## src/rtl/rotozoom_pkg.sv

```systemverilog
// Shared widths, defaults and FSM encoding for the rotozoom per-frame parameter generator.
package rotozoom_pkg;

    localparam int unsigned TEX_FRAC_W    = 17;
    localparam int unsigned TABLE_W       = 16;
    localparam int unsigned ANGLE_W       = 9;
    localparam int unsigned PROD_W        = 32;
    localparam int unsigned DEFAULT_SHIFT = 21;

    typedef enum logic [1:0] {
        StIdle,
        StLookup,
        StMul,
        StCommit
    } state_e;

    // Floor-shift a product and keep the low texture-coordinate bits.
    function automatic logic [TEX_FRAC_W-1:0] scale_product(logic signed [PROD_W-1:0] p,
                                                           int unsigned shift);
        logic signed [PROD_W-1:0] s;
        s = p >>> shift;
        return s[TEX_FRAC_W-1:0];
    endfunction

endpackage

```

## src/rtl/seq_mul_s16.sv

```systemverilog
// 16x16 signed sequential multiplier: one load cycle, 16 shift-add iterations on magnitudes,
// sign applied to the accumulated magnitude at the output.
module seq_mul_s16
    import rotozoom_pkg::*;
(
    input  logic                      clk,
    input  logic                      rst_n,
    input  logic                      start,
    input  logic signed [TABLE_W-1:0] a,
    input  logic signed [TABLE_W-1:0] b,
    output logic                      done,
    output logic signed [PROD_W-1:0]  product
);

    logic               running_q;
    logic               done_q;
    logic               neg_q;
    logic [3:0]         iter_q;
    logic [PROD_W-1:0]  acc_q;
    logic [PROD_W-1:0]  mcand_q;
    logic [TABLE_W-1:0] mplier_q;
    logic [TABLE_W-1:0] mag_a;
    logic [TABLE_W-1:0] mag_b;

    // |-32768| is 32768, which still fits the unsigned 16-bit magnitude.
    always_comb begin
        mag_a = a[TABLE_W-1] ? TABLE_W'(-a) : TABLE_W'(a);
        mag_b = b[TABLE_W-1] ? TABLE_W'(-b) : TABLE_W'(b);
    end

    always_ff @(posedge clk or negedge rst_n) begin
        if (!rst_n) begin
            running_q <= 1'b0;
            done_q    <= 1'b0;
            neg_q     <= 1'b0;
            iter_q    <= '0;
            acc_q     <= '0;
            mcand_q   <= '0;
            mplier_q  <= '0;
        end else if (start) begin
            running_q <= 1'b1;
            done_q    <= 1'b0;
            neg_q     <= a[TABLE_W-1] ^ b[TABLE_W-1];
            iter_q    <= '0;
            acc_q     <= '0;
            mcand_q   <= PROD_W'(mag_a);
            mplier_q  <= mag_b;
        end else begin
            done_q <= 1'b0;
            if (running_q) begin
                if (mplier_q[0]) begin
                    acc_q <= acc_q + mcand_q;
                end
                mcand_q  <= mcand_q << 1;
                mplier_q <= mplier_q >> 1;
                iter_q   <= iter_q + 4'd1;
                if (iter_q == 4'd15) begin
                    running_q <= 1'b0;
                    done_q    <= 1'b1;
                end
            end
        end
    end

    assign done    = done_q;
    assign product = neg_q ? PROD_W'(-acc_q) : acc_q;

endmodule

```

## src/rtl/rotozoom_frame_params.sv

```systemverilog
// Per-frame rotozoom parameter generator: advances the angle on frame start, computes strides
// and line-start offsets with one shared multiplier, and publishes all four atomically.
module rotozoom_frame_params
    import rotozoom_pkg::*;
#(
    parameter int unsigned CENTRE_X  = 320,
    parameter int unsigned CENTRE_Y  = 240,
    parameter int unsigned SHIFT     = DEFAULT_SHIFT,
    parameter int unsigned TABLE_LAT = 1
) (
    input  logic                  clk,
    input  logic                  rst_n,
    input  logic                  frame_start,
    input  logic [TABLE_W-1:0]    sin_val,
    input  logic [TABLE_W-1:0]    cos_val,
    input  logic [TABLE_W-1:0]    scale_val,
    output logic [ANGLE_W-1:0]    angle_idx,
    output logic [TEX_FRAC_W-1:0] u_stride,
    output logic [TEX_FRAC_W-1:0] v_stride,
    output logic [TEX_FRAC_W-1:0] u_start,
    output logic [TEX_FRAC_W-1:0] v_start,
    output logic                  params_valid,
    output logic                  busy,
    output logic                  overrun
);

    localparam logic signed [TABLE_W-1:0] CentreX = TABLE_W'(CENTRE_X);
    localparam logic signed [TABLE_W-1:0] CentreY = TABLE_W'(CENTRE_Y);

    state_e state_q, state_d;

    logic [ANGLE_W-1:0]    angle_q;
    logic                  overrun_q;
    logic [7:0]            lat_cnt_q;
    logic [1:0]            op_q;
    logic [1:0]            op_sel;
    logic                  first_q;
    logic signed [TABLE_W-1:0] sin_q, cos_q, scale_q;
    logic [TEX_FRAC_W-1:0] us_q, vs_q, uo_q;
    logic [TEX_FRAC_W-1:0] u_stride_q, v_stride_q, u_start_q, v_start_q;

    logic                      lookup_last;
    logic                      last_done;
    logic                      mul_start;
    logic                      mul_done;
    logic signed [TABLE_W-1:0] mul_a, mul_b;
    logic signed [PROD_W-1:0]  product;
    logic [TEX_FRAC_W-1:0]     product_scaled;

    assign lookup_last    = (state_q == StLookup) && (lat_cnt_q == 8'(TABLE_LAT));
    assign last_done      = (state_q == StMul) && mul_done && (op_q == 2'd3);
    assign product_scaled = scale_product(product, SHIFT);

    always_ff @(posedge clk or negedge rst_n) begin
        if (!rst_n) begin
            state_q <= StIdle;
        end else begin
            state_q <= state_d;
        end
    end

    always_comb begin
        state_d = state_q;
        unique case (state_q)
            StIdle:   if (frame_start) state_d = StLookup;
            StLookup: if (lookup_last) state_d = StMul;
            StMul:    if (last_done) state_d = StCommit;
            StCommit: state_d = StIdle;
            default:  state_d = StIdle;
        endcase
    end

    // The next operation is launched in the same cycle the previous one reports done.
    always_comb begin
        busy         = (state_q != StIdle);
        params_valid = (state_q == StCommit);
        mul_start    = (state_q == StMul) && (first_q || (mul_done && (op_q != 2'd3)));
        op_sel       = mul_done ? op_q + 2'd1 : op_q;
    end

    always_comb begin
        mul_a = scale_q;
        mul_b = cos_q;
        unique case (op_sel)
            2'd0: begin mul_a = scale_q; mul_b = cos_q; end
            2'd1: begin mul_a = scale_q; mul_b = sin_q; end
            2'd2: begin mul_a = CentreX; mul_b = cos_q; end
            2'd3: begin mul_a = CentreY; mul_b = sin_q; end
            default: ;
        endcase
    end

    seq_mul_s16 u_mul (
        .clk     (clk),
        .rst_n   (rst_n),
        .start   (mul_start),
        .a       (mul_a),
        .b       (mul_b),
        .done    (mul_done),
        .product (product)
    );

    always_ff @(posedge clk or negedge rst_n) begin
        if (!rst_n) begin
            angle_q    <= '0;
            overrun_q  <= 1'b0;
            lat_cnt_q  <= '0;
            op_q       <= '0;
            first_q    <= 1'b0;
            sin_q      <= '0;
            cos_q      <= '0;
            scale_q    <= '0;
            us_q       <= '0;
            vs_q       <= '0;
            uo_q       <= '0;
            u_stride_q <= '0;
            v_stride_q <= '0;
            u_start_q  <= '0;
            v_start_q  <= '0;
        end else begin
            first_q <= lookup_last;
            if (state_q == StIdle && frame_start) begin
                angle_q <= angle_q + 9'd1;
            end
            if (state_q != StIdle && frame_start) begin
                overrun_q <= 1'b1;
            end
            lat_cnt_q <= (state_q == StLookup) ? lat_cnt_q + 8'd1 : 8'd0;
            if (lookup_last) begin
                sin_q   <= sin_val;
                cos_q   <= cos_val;
                scale_q <= scale_val;
                op_q    <= '0;
            end
            if (state_q == StMul && mul_done) begin
                op_q <= op_q + 2'd1;
                case (op_q)
                    2'd0:    us_q <= product_scaled;
                    2'd1:    vs_q <= product_scaled;
                    2'd2:    uo_q <= product_scaled;
                    default: ;
                endcase
            end
            // All four outputs move on the same edge so a reader never sees a mixed set.
            if (last_done) begin
                u_stride_q <= us_q;
                v_stride_q <= vs_q;
                u_start_q  <= TEX_FRAC_W'(-uo_q);
                v_start_q  <= product_scaled;
            end
        end
    end

    assign angle_idx = angle_q;
    assign overrun   = overrun_q;
    assign u_stride  = u_stride_q;
    assign v_stride  = v_stride_q;
    assign u_start   = u_start_q;
    assign v_start   = v_start_q;

endmodule

```

## config.mk

```make
export PLATFORM = sky130hd
export DESIGN_NAME = rotozoom_frame_params
export DESIGN_NICKNAME = d
export VERILOG_FILES = /design/src/rtl/rotozoom_pkg.sv /design/src/rtl/seq_mul_s16.sv /design/src/rtl/rotozoom_frame_params.sv
export SDC_FILE = /design/constraint.sdc
export NUM_CORES = 1
export LEC_CHECK = 0
export ABC_AREA = 1
export CAP_MARGIN = 20
export CORE_MARGIN = 3
export CORE_UTILIZATION = 35
export CTS_BUF_LIST = sky130_fd_sc_hd__clkbuf_8
export DETAILED_ROUTE_END_ITERATION = 10
export PLACE_DENSITY = 0.54
export SLEW_MARGIN = 20
export SYNTH_ARGS = -nofsm -noshare
export SYNTH_HDL_FRONTEND = slang
export SYNTH_SLANG_ARGS = --single-unit
```

## constraint.sdc

```tcl
create_clock -name clk -period 5.81 [get_ports clk]
set_input_delay 0.8715 -clock clk [delete_from_list [all_inputs] [get_ports clk]]
set_output_delay 0.8715 -clock clk [all_outputs]
set_load 0.01 [all_outputs]
```

==> summary.txt, run 1 <==
Pint = 0.00391 W
Hpwl dp = 27,600 microns
Most frequent cell after synthesis = nand2_1
Internal reg-to-reg setup slack = 2670 ps
Buffers on Ports = 130
RSZ-0062 raised after global routing = no
Main synth FF type = dfrtp_1
CP Launch Point = state_q[0]
Number of flops mapped to enable cells by yosys = 0
Status = completed
Max-slew violations = 0
Min Clock Period, post-route = 3140 ps
Routed len/inst = 15.8 microns
Delay-heaviest family, CP = compound AO/OA/AOI/OAI gates
Antenna-violating nets left = 0
IO Count = 131
Met2 Track Usage GR = 0.321
Global-route wire length before repair = 63,100 microns
Sum Neg Setup Slack = 0 ps
Data required time at the worst endpoint = 6310 ps
Total power = 0.00700 W
Synth top cells by count = nand2_1 (660), dfrtp_1 (241), o21ai_0 (150)
Met3 usage = 0.0284
GRT overflow = 0
Crit. End Element = register
Gp weighted congestion = 0.905
Mapped Cells = 1,783
R2r startpoint = state_q[0]
Cell Pwr Density = 446 nW/um^2
Max clock buf depth = 3
Largest net degree at the start of global routing = 124
Routed vias/inst = 4.90
Seq/Total Area, Yosys = 0.454
Ant diodes = 0
Drt drc = 0
Synth warn = 0
Area leader, netlist = dfrtp_1
Via count = 11,900
Register share of total power = 0.353
Synthesized area per cell = 7.45 sq um
TritonRoute pass-1 iters = 5
Fill count = 3,860
CP bufs+invs = 2
FF+latch count, synth = 241
Clock tree sinks = 241
Total core area = 37,000 sq um
Area growth, synth to finish = 18.3%
Clock Skew = 31.3 ps
Sw Share = 0.441
Worst reg-to-reg path cell count = 8
Async set-reset flop share out of synthesis = 1.00
Root buffer cell = clkbuf_8
Clock share of power = 0.217
Slowest CP cell = inv_1
Ranking of synthesized cells by area = dfrtp_1 (45%), nand2_1 (19%), o21ai_0 (5.7%)
Final WL = 38,300 microns
Die extent in y = 201 microns
Initial DRC Count = 759
Die Footprint = 40,300 sq um
Cell variety after synth = 42
H-tree depth = 2
Peak VDD IR = 0.165 mV
Slew headroom = 0.341
Initial antenna violation count = 1
WP depth = 8
Worst-Skew Late Latency = 580 ps
CP Cell Sequence = inv_1 -> ha_1 -> nand2_1 -> o21a_1 -> nand2_1 -> inv_1 -> o21ai_0 -> o22ai_1
Period utilization = 0.540
Syn Nets = 1,881
Net Switching = 0.00309 W
Gr usage total = 0.191
Post-CTS Resized = 0
CP peak stage delay = 800 ps
Chip width = 201 microns
Crit Path Max Fanout = 21
Vias in the first global route = 11,900
WP data arrival = 3640 ps
Initial Utilization = 0.359
Cts bufs inserted = 44
Final Setup Violations = 0
Worst setup SP type = register
Pleak = 7.80 nW
GRT met1 Usage = 0.256
Cell area after synthesis = 13,300 sq um
Max-Cap Viols = 0
Worst-Margin Slew = 989 ps
CTS tree = built
Hold Path Class = input pin to asynchronous set/reset pin
Worst-path clk slew = 60 ps
Hold bufs inserted after CTS = 0
Critical path class = register to register
Final Hold Fails = 0
Reg2reg end = u_mul.acc_q[7]
Comb pwr share = 0.429
Fmax = 0.319 GHz
Setup Buffers After CTS = 0
Row count = 70
Nets = 1,992
Share of the synthesized area in the top cell type = 0.454
Gr busiest metal = met2
Layout cells sized above 1 = 0.0506
-- worst max path at each step --
| stage | to | slack (ps) |
|---|---|---|
| finish | u_mul.acc_q[7] | 2670 |
| global route | u_mul.acc_q[5] | 2400 |
| CTS | u_mul.acc_q[7] | 2600 |
| detailed placement | u_mul.acc_q[7] | 2610 |
| global placement | u_mul.acc_q[5] | 2700 |
| floorplan | u_mul.mcand_q[14] | 3520 |
-- area by class of cell --
type                            instances  area (sq um)  share of cell area
Timing Repair Buffer                  137          1370              0.0873
Inverter                              152           572              0.0364
Sequential cell                       241          6030               0.384
Multi-Input combinational cell       1318          6310               0.401
Tap cell                              504           631              0.0401
Clock inverter                         17          82.6             0.00526
Clock buffer                           52           716              0.0456
-- metal layers --
layer  vias up  part of all wire
met5         -                 0
met4         0             0.024
met3        65             0.042
met2       265              0.47
met1      5562              0.47
li1       5967                 -
-- power groups by stage --
stage | Clock [W] | Sequential (W) | Combinational, W
2_1_floorplan | 0 | 0.00237 | 0.00216
3_3_place_gp | 0 | 0.00250 | 0.00298
3_5_place_dp | 0 | 0.00250 | 0.00301
4_1_cts | 0.00159 | 0.00248 | 0.00302
5_1_grt | 0.00166 | 0.00254 | 0.00345
6_report | 0.00152 | 0.00247 | 0.00301
-- kinds of logic after synthesis --
group           count (synthesis)  share of synthesized area
compound gates                269                      0.109
xor+xnor                       28                     0.0185
fa+ha+maj                      47                     0.0449
buf+inv                       224                     0.0708
flops                         241                      0.454
simple gates                  974                      0.303
-- stage by stage --
stage | util | std cells | setup WS, ps | hold WS [ps] | area [sq um]
floorplan | - | 1783 | 3520 | 434 | 13300
global placement | 0.403 | 2352 | 2700 | 439 | 14900
detailed placement | 0.403 | 2352 | 2610 | 452 | 14900
CTS | 0.425 | 2421 | 2600 | 405 | 15700
global route | 0.425 | 2421 | 2400 | 444 | 15700
finish | 0.425 | 2421 | 2670 | 349 | 15700
-- flip-flops by register name (all words and copies together) (netlist names), 4 cells and up --
signal	cells
uo_q	11
angle_idx	9
lat_cnt_q	8
sin_q	16
u_mul.acc_q	32
v_start	11
u_mul.iter_q	4
us_q	11
u_stride	11
u_start	17
vs_q	11
v_stride	11
u_mul.mcand_q	32
scale_q	16
cos_q	16
u_mul.mplier_q	16
-- cells in the final DEF (no fill, tap or decap), types with 11 or more instances in the layout --
| cell | netlist | final |
|---|---|---|
| nand2_1 | 660 | 659 |
| dfrtp_1 | 241 | 241 |
| inv_1 | 146 | 157 |
| o21ai_0 | 150 | 150 |
| clkdlybuf4s50_1 | 0 | 129 |
| nor2_1 | 121 | 121 |
| nand3_1 | 121 | 121 |
| a21oi_1 | 75 | 75 |
| clkbuf_8 | 0 | 52 |
| ha_1 | 46 | 46 |
| xor2_1 | 17 | 17 |
| nand4_1 | 15 | 15 |
| nand3b_1 | 14 | 14 |
| nor3_1 | 14 | 14 |
| xnor2_1 | 11 | 11 |
No activity file was read; power rests on OpenSTA's default activity.
==> run 2, diff against run 1 <==
--- a/config.mk
+++ b/config.mk
@@ -11,7 +11,7 @@
 export CORE_UTILIZATION = 35
 export CTS_BUF_LIST = sky130_fd_sc_hd__clkbuf_8
 export DETAILED_ROUTE_END_ITERATION = 10
-export PLACE_DENSITY = 0.54
+export PLACE_DENSITY = 0.56
 export SLEW_MARGIN = 20
 export SYNTH_ARGS = -nofsm -noshare
 export SYNTH_HDL_FRONTEND = slang
==> constraint.sdc (replaced) <==
create_clock -name clk -period 2.5 [get_ports clk]
set_input_delay 0.375 -clock clk [delete_from_list [all_inputs] [get_ports clk]]
set_output_delay 0.375 -clock clk [all_outputs]
set_load 0.01 [all_outputs]
==> summary.txt, run 2 (synthesized netlist as in run 1, its figures left out) <==
Status = completed
Final Setup Violations = 0 (unchanged)
Vias in the first global route = 12,000 (+1.5%)
Initial DRC Count = 767 (+1.1%)
Global-route wire length before repair = 63,400 microns (+0.48%)
Via count = 12,100 (+2.3%)
Fmax = 0.435 GHz
Worst-Margin Slew = 628 ps (-361 ps)
Data required time at the worst endpoint = 2120 ps (-4190 ps)
Crit. End Element = primary output
Largest net degree at the start of global routing = 65 (-48%)
Period utilization = 0.920
Max-slew violations = 0 (unchanged)
Initial Utilization = 0.359 (unchanged)
Total core area = 37,000 sq um (unchanged)
Final WL = 38,500 microns (+0.50%)
Crit Path Max Fanout = 3 (-86%)
Dpl cell area = 15,300 sq um (+2.8%)
Clock Skew = 40.9 ps (+9.61 ps)
Pleak = 8.12 nW (+4.1%)
RSZ-0062 raised after global routing = no
Cell Pwr Density = 1030 nW/um^2 (+130%)
Final Cell Area = 16,200 sq um (+3.2%)
Cts bufs inserted = 45 (+2.3%)
Met2 Track Usage GR = 0.314 (-0.00734)
IO Count = 131 (unchanged)
Antenna-violating nets left = 0 (unchanged)
Most frequent cells in the layout = nand2_1 (659), dfrtp_1 (240), inv_1 (162), o21ai_0 (149), clkdlybuf4s50_1 (129)
Initial antenna violation count = 0 (-1)
Met3 usage = 0.0371 (+0.00876)
Most common cell after layout, fill and taps aside = nand2_1
H-tree depth = 2 (unchanged)
Worst-path clk slew = 60 ps (about the same)
Area growth, synth to finish = 22.2%
Min Clock Period, post-route = 2300 ps
Die Footprint = 40,300 sq um (unchanged)
Root buffer cell = clkbuf_8
CTS tree = built
Worst reg-to-reg path cell count = 12 (+4)
Chip width = 201 microns (unchanged)
Internal reg-to-reg setup slack = 200 ps (-2470 ps)
Ant diodes = 0 (unchanged)
Final Hold Fails = 0 (unchanged)
Die extent in y = 201 microns (unchanged)
Drt drc = 0 (unchanged)
WHS Path Cells = 3
Row count = 70 (unchanged)
Gr usage total = 0.192 (+0.00110)
TritonRoute pass-1 iters = 5 (unchanged)
WP data arrival = 1920 ps (-1720 ps)
Hpwl dp = 28,600 microns (+3.5%)
Max clock buf depth = 3 (unchanged)
GRT overflow = 0 (unchanged)
Max-Cap Viols = 0 (unchanged)
GRT met1 Usage = 0.262 (+0.00514)
Routed len/inst = 15.5 microns (-1.8%)
Gr busiest metal = met2
Critical path class = register to primary output
Worst setup SP type = register
Gp weighted congestion = 0.923 (+1.9%)
Slew headroom = 0.577 (+0.237)
Clock tree sinks = 241 (unchanged)
Peak VDD IR = 0.438 mV (+170%)
Buffers on Ports = 130 (unchanged)
Sum Neg Setup Slack = 0 ps (unchanged)
Hold Path Class = input pin to register
Routed vias/inst = 4.89 (about the same)
Worst-Skew Late Latency = 610 ps (+30 ps)
Layout cells sized above 1 = 0.0775 (+0.0269)
Nets = 2,045 (+2.7%)
==> run 2: cell types whose count changed in the layout (fill, tap and decap cells not counted), sizes merged <==
cell         delta
buf            +51
clkbuf          +1
clkinv          -1
clkinvlp        +1
dlygate4sd3     +1
inv             +5
==> run 2: final timing paths <==
path | startpoint | endpoint
setup / recovery | state_q[0] | busy
hold / removal | cos_val[13] | cos_q[13]
setup reg to reg | op_q[0] | u_mul.mcand_q[15]
hold reg to reg | overrun | overrun
max in group asynchronous | rst_n | vs_q[8]
min in group asynchronous | rst_n | angle_idx[8]
==> run 2: area by class of cell <==
cell class	instances	area (sq um)
multi-input combinational	1318	6320
tap	504	631
clock inverter	22	91.3
fill	3782	20700
timing repair buffer	189	1840
clock buffer	53	729
inverter	152	577
sequential	241	6030
==> run 2: layer usage <==
metal	up-vias	wire length, microns
met5	-	0
met4	0	736
met3	54	2000
met2	313	17700
met1	5705	18000
li1	6062	-
==> run 2: stage by stage <==
stage                     setup WS, ps  utilization  power, W  instances  hold WS, ps
after floorplan                    211            -    0.0105       1783         79.4
after global placement             163        0.415    0.0130       2398          370
after detailed placement          95.6        0.415    0.0131       2398          366
after CTS                         89.4        0.437    0.0168       2474          253
after global routing              2.66        0.439    0.0181       2479          278
final                              201        0.439    0.0166       2479          304
==> run 2: power breakdown <==
group | internal [W] | leakage [nW] | switching (W) | total, W
logic | 0.00261 | 4.45 | 0.00475 | 0.00736
registers | 0.00493 | 3.18 | 0.000783 | 0.00571
clock network | 0.00190 | 0.493 | 0.00167 | 0.00357
total | 0.00944 | 8.12 | 0.00720 | 0.0166
==> run 2: worst max-delay path: stages (launching register included) <==
cell and delay, ps:
dfrtp_1 370, inv_1 90, ha_1 240, inv_1 100, clkdlybuf4s50_1 540
==> run 2: timing repair <==
item,4_1_cts,5_1_grt
endpoints found under the setup margin,0,12
buffers inserted,0,5
hold buffers,1,0
resized for setup,0,8
endpoints found under the hold margin,59,0
==> variant (config.mk and constraints of run 1) <==
Set the package constant `TEX_FRAC_W` to 15 (it was 17).
--- a/src/rtl/rotozoom_pkg.sv
+++ b/src/rtl/rotozoom_pkg.sv
@@ -3,3 +3,3 @@
 
-    localparam int unsigned TEX_FRAC_W    = 17;
+    localparam int unsigned TEX_FRAC_W    = 15;
     localparam int unsigned TABLE_W       = 16;
Ports: changed (resized u_start, u_stride, v_start and v_stride); port bits go from 131 to 123. No check against the original RTL was run, so the function may have changed too.
==> variant against run 1 <==
Cell area is 0.99% lower. Wire length is 3.1% lower. Critical path depth stayed put. Sequential cell count is 2 lower. Non-clock buffer count is 5 lower. Hold slack worse by 0.10 ns. Sequential share of layout area is 0.061 points higher. Clock skew is 0.0039 ns higher. Total power is 2.4% higher. Core utilization is 0.12 points lower. Synthesized area is 1.7% lower. Fmax is 0.18% higher. Setup slack better by 0.0055 ns. Critical path type unchanged.
==> variant: results (changes against run 1) <==
outcome - complete, no violations
non-filler cells in the finished layout - 2353 (-2.8%)
Pleak - 7.65 nW (-2.0%)
Commonest cells post-synth - nand2_1, dfrtp_1, o21ai_0
largest net degree at the start of global routing - 90 (-27%)
worst clock skew - 0.0352 ns (+0.00390 ns)
TritonCTS Buffers - 45 (+2.3%)
I/O Buffers - 122 (-6.2%)
NetSw - 0.00314 W (+1.5%)
antenna violations before repair - 0 (-1)
Synth Area in Adders - 4.57% (+0.079 points)
gr usage total - 18.9% (-0.13 points)
Slew @ Worst Pin - 0.964 ns (-0.0254 ns)
DR iter-0 viols - 782 (+3.0%)
CP max stage delay - 0.76 ns (-0.04 ns)
placed cell count - 2269 (-3.5%)
vias per std cell - 4.95 (+1.1%)
Area after DPL - 14600 um^2 (-2.0%)
complex-gate fraction of the synthesized area - 12.1% (+1.2 points)
fill count - 3763 (-2.5%)
Syn Area/Cell - 7.52 um^2 (+0.99%)
top fanout value on the critical path - 51 (+140%)
number of global-route vias before repair - 11300 (-5.1%)
CP max stage cell - clkinv_1
Final #Nets - 1947 (-2.3%)
Worst EP arrival - 3.61 ns (-0.03 ns)
Post-DP HPWL - 26300 um (-5.0%)
FF-to-FF End - u_mul.acc_q[1]
Yosys cell types - 45 (+7.1%)
sequential fraction of the synthesis area - 45.8% (+0.41 points)
length of routed met2 wiring - 17400 um (-2.3%)
clock latency on the worst-skew pair - 0.61 ns (+0.03 ns)
layout cells sized above 1 - 5.89% (+0.83 points)
XOR/XNOR Fraction of Synth Area - 1.81% (-0.035 points)
Wirelength per Cell - 15.8 um (-0.26%)
## variant: cell types whose count changed in the layout (fill, tap and decap cells not counted), moves of 3 or more
cell,change
a21oi_1,+8
buf_4,+3
clkbuf_8,+4
clkdlybuf4s50_1,-8
nand2_1,-55
nand2_2,+5
nand3_1,-9
nand3b_1,-3
nor2_1,+5
o21ai_0,+17
or2_2,-3
## variant: worst max path at each step
stage / startpoint / end / slack [ns] / depth (start not counted)
after global routing: state_q[1] / scale_q[15] / 2.41 / 5
final: state_q[0] / u_mul.acc_q[1] / 2.68 / 8
after floorplan: op_q[0] / u_mul.mcand_q[14] / 3.56 / 17
after global placement: state_q[0] / u_mul.acc_q[1] / 2.77 / 8
after detailed placement: state_q[0] / u_mul.acc_q[1] / 2.68 / 8
after CTS: state_q[0] / u_mul.acc_q[1] / 2.65 / 8
## variant: per-layer routing
metal | vias to the layer above | GRT usage, %
met4 | 0 | 5.60
met3 | 47 | 3.39
met1 | 5465 | 25.4
met5 | - | 0
met2 | 287 | 31.5
li1 | 5854 | -
## variant: through the flow
stage / hold WS (ns) / total power [W] / setup WS, ns / util (%)
after global routing: 0.283 / 0.00779 / 2.41 / 42.4
after global placement: 0.440 / 0.00546 / 2.77 / 39.8
after floorplan: 0.434 / 0.00455 / 3.56 / -
after CTS: 0.267 / 0.00724 / 2.65 / 42.3
after detailed placement: 0.455 / 0.00551 / 2.68 / 39.8
final: 0.249 / 0.00717 / 2.68 / 42.4
## variant: cell type report
| type | count | area share (%) |
|---|---|---|
| Clock inverter | 27 | 1.05 |
| Tap cell | 468 | 3.76 |
| Multi-Input combinational cell | 1283 | 39.8 |
| Inverter | 148 | 3.58 |
| Clock buffer | 56 | 4.95 |
| Timing Repair Buffer | 132 | 8.41 |
| Sequential cell | 239 | 38.4 |
## variant: power groups by stage
stage / Combinational, W / Clock (W) / Sequential (W)
floorplan: 0.00219 / 0 / 0.00236
global placement: 0.00298 / 0 / 0.00248
detailed placement: 0.00302 / 0 / 0.00249
CTS: 0.00304 / 0.00174 / 0.00246
global route: 0.00346 / 0.00182 / 0.00251
finish: 0.00302 / 0.00169 / 0.00246
## variant: worst max-delay path: cells and delay by family, from the launching register on
kind | cells | cell delay [ns]
buffers and inverters | 3 | 1.14
flip-flops | 1 | 0.40
AO/OA/AOI/OAI | 2 | 0.60
AND/OR/NAND/NOR | 2 | 0.61
adder cells (fa/ha/maj) | 1 | 0.21
## variant: cell families after synthesis
kind of cell    count (synthesis)
mux                             1
simple gates                  913
xor+xnor                       27
flops                         239
fa+ha+maj                      47
compound gates                295
buf+inv                       213
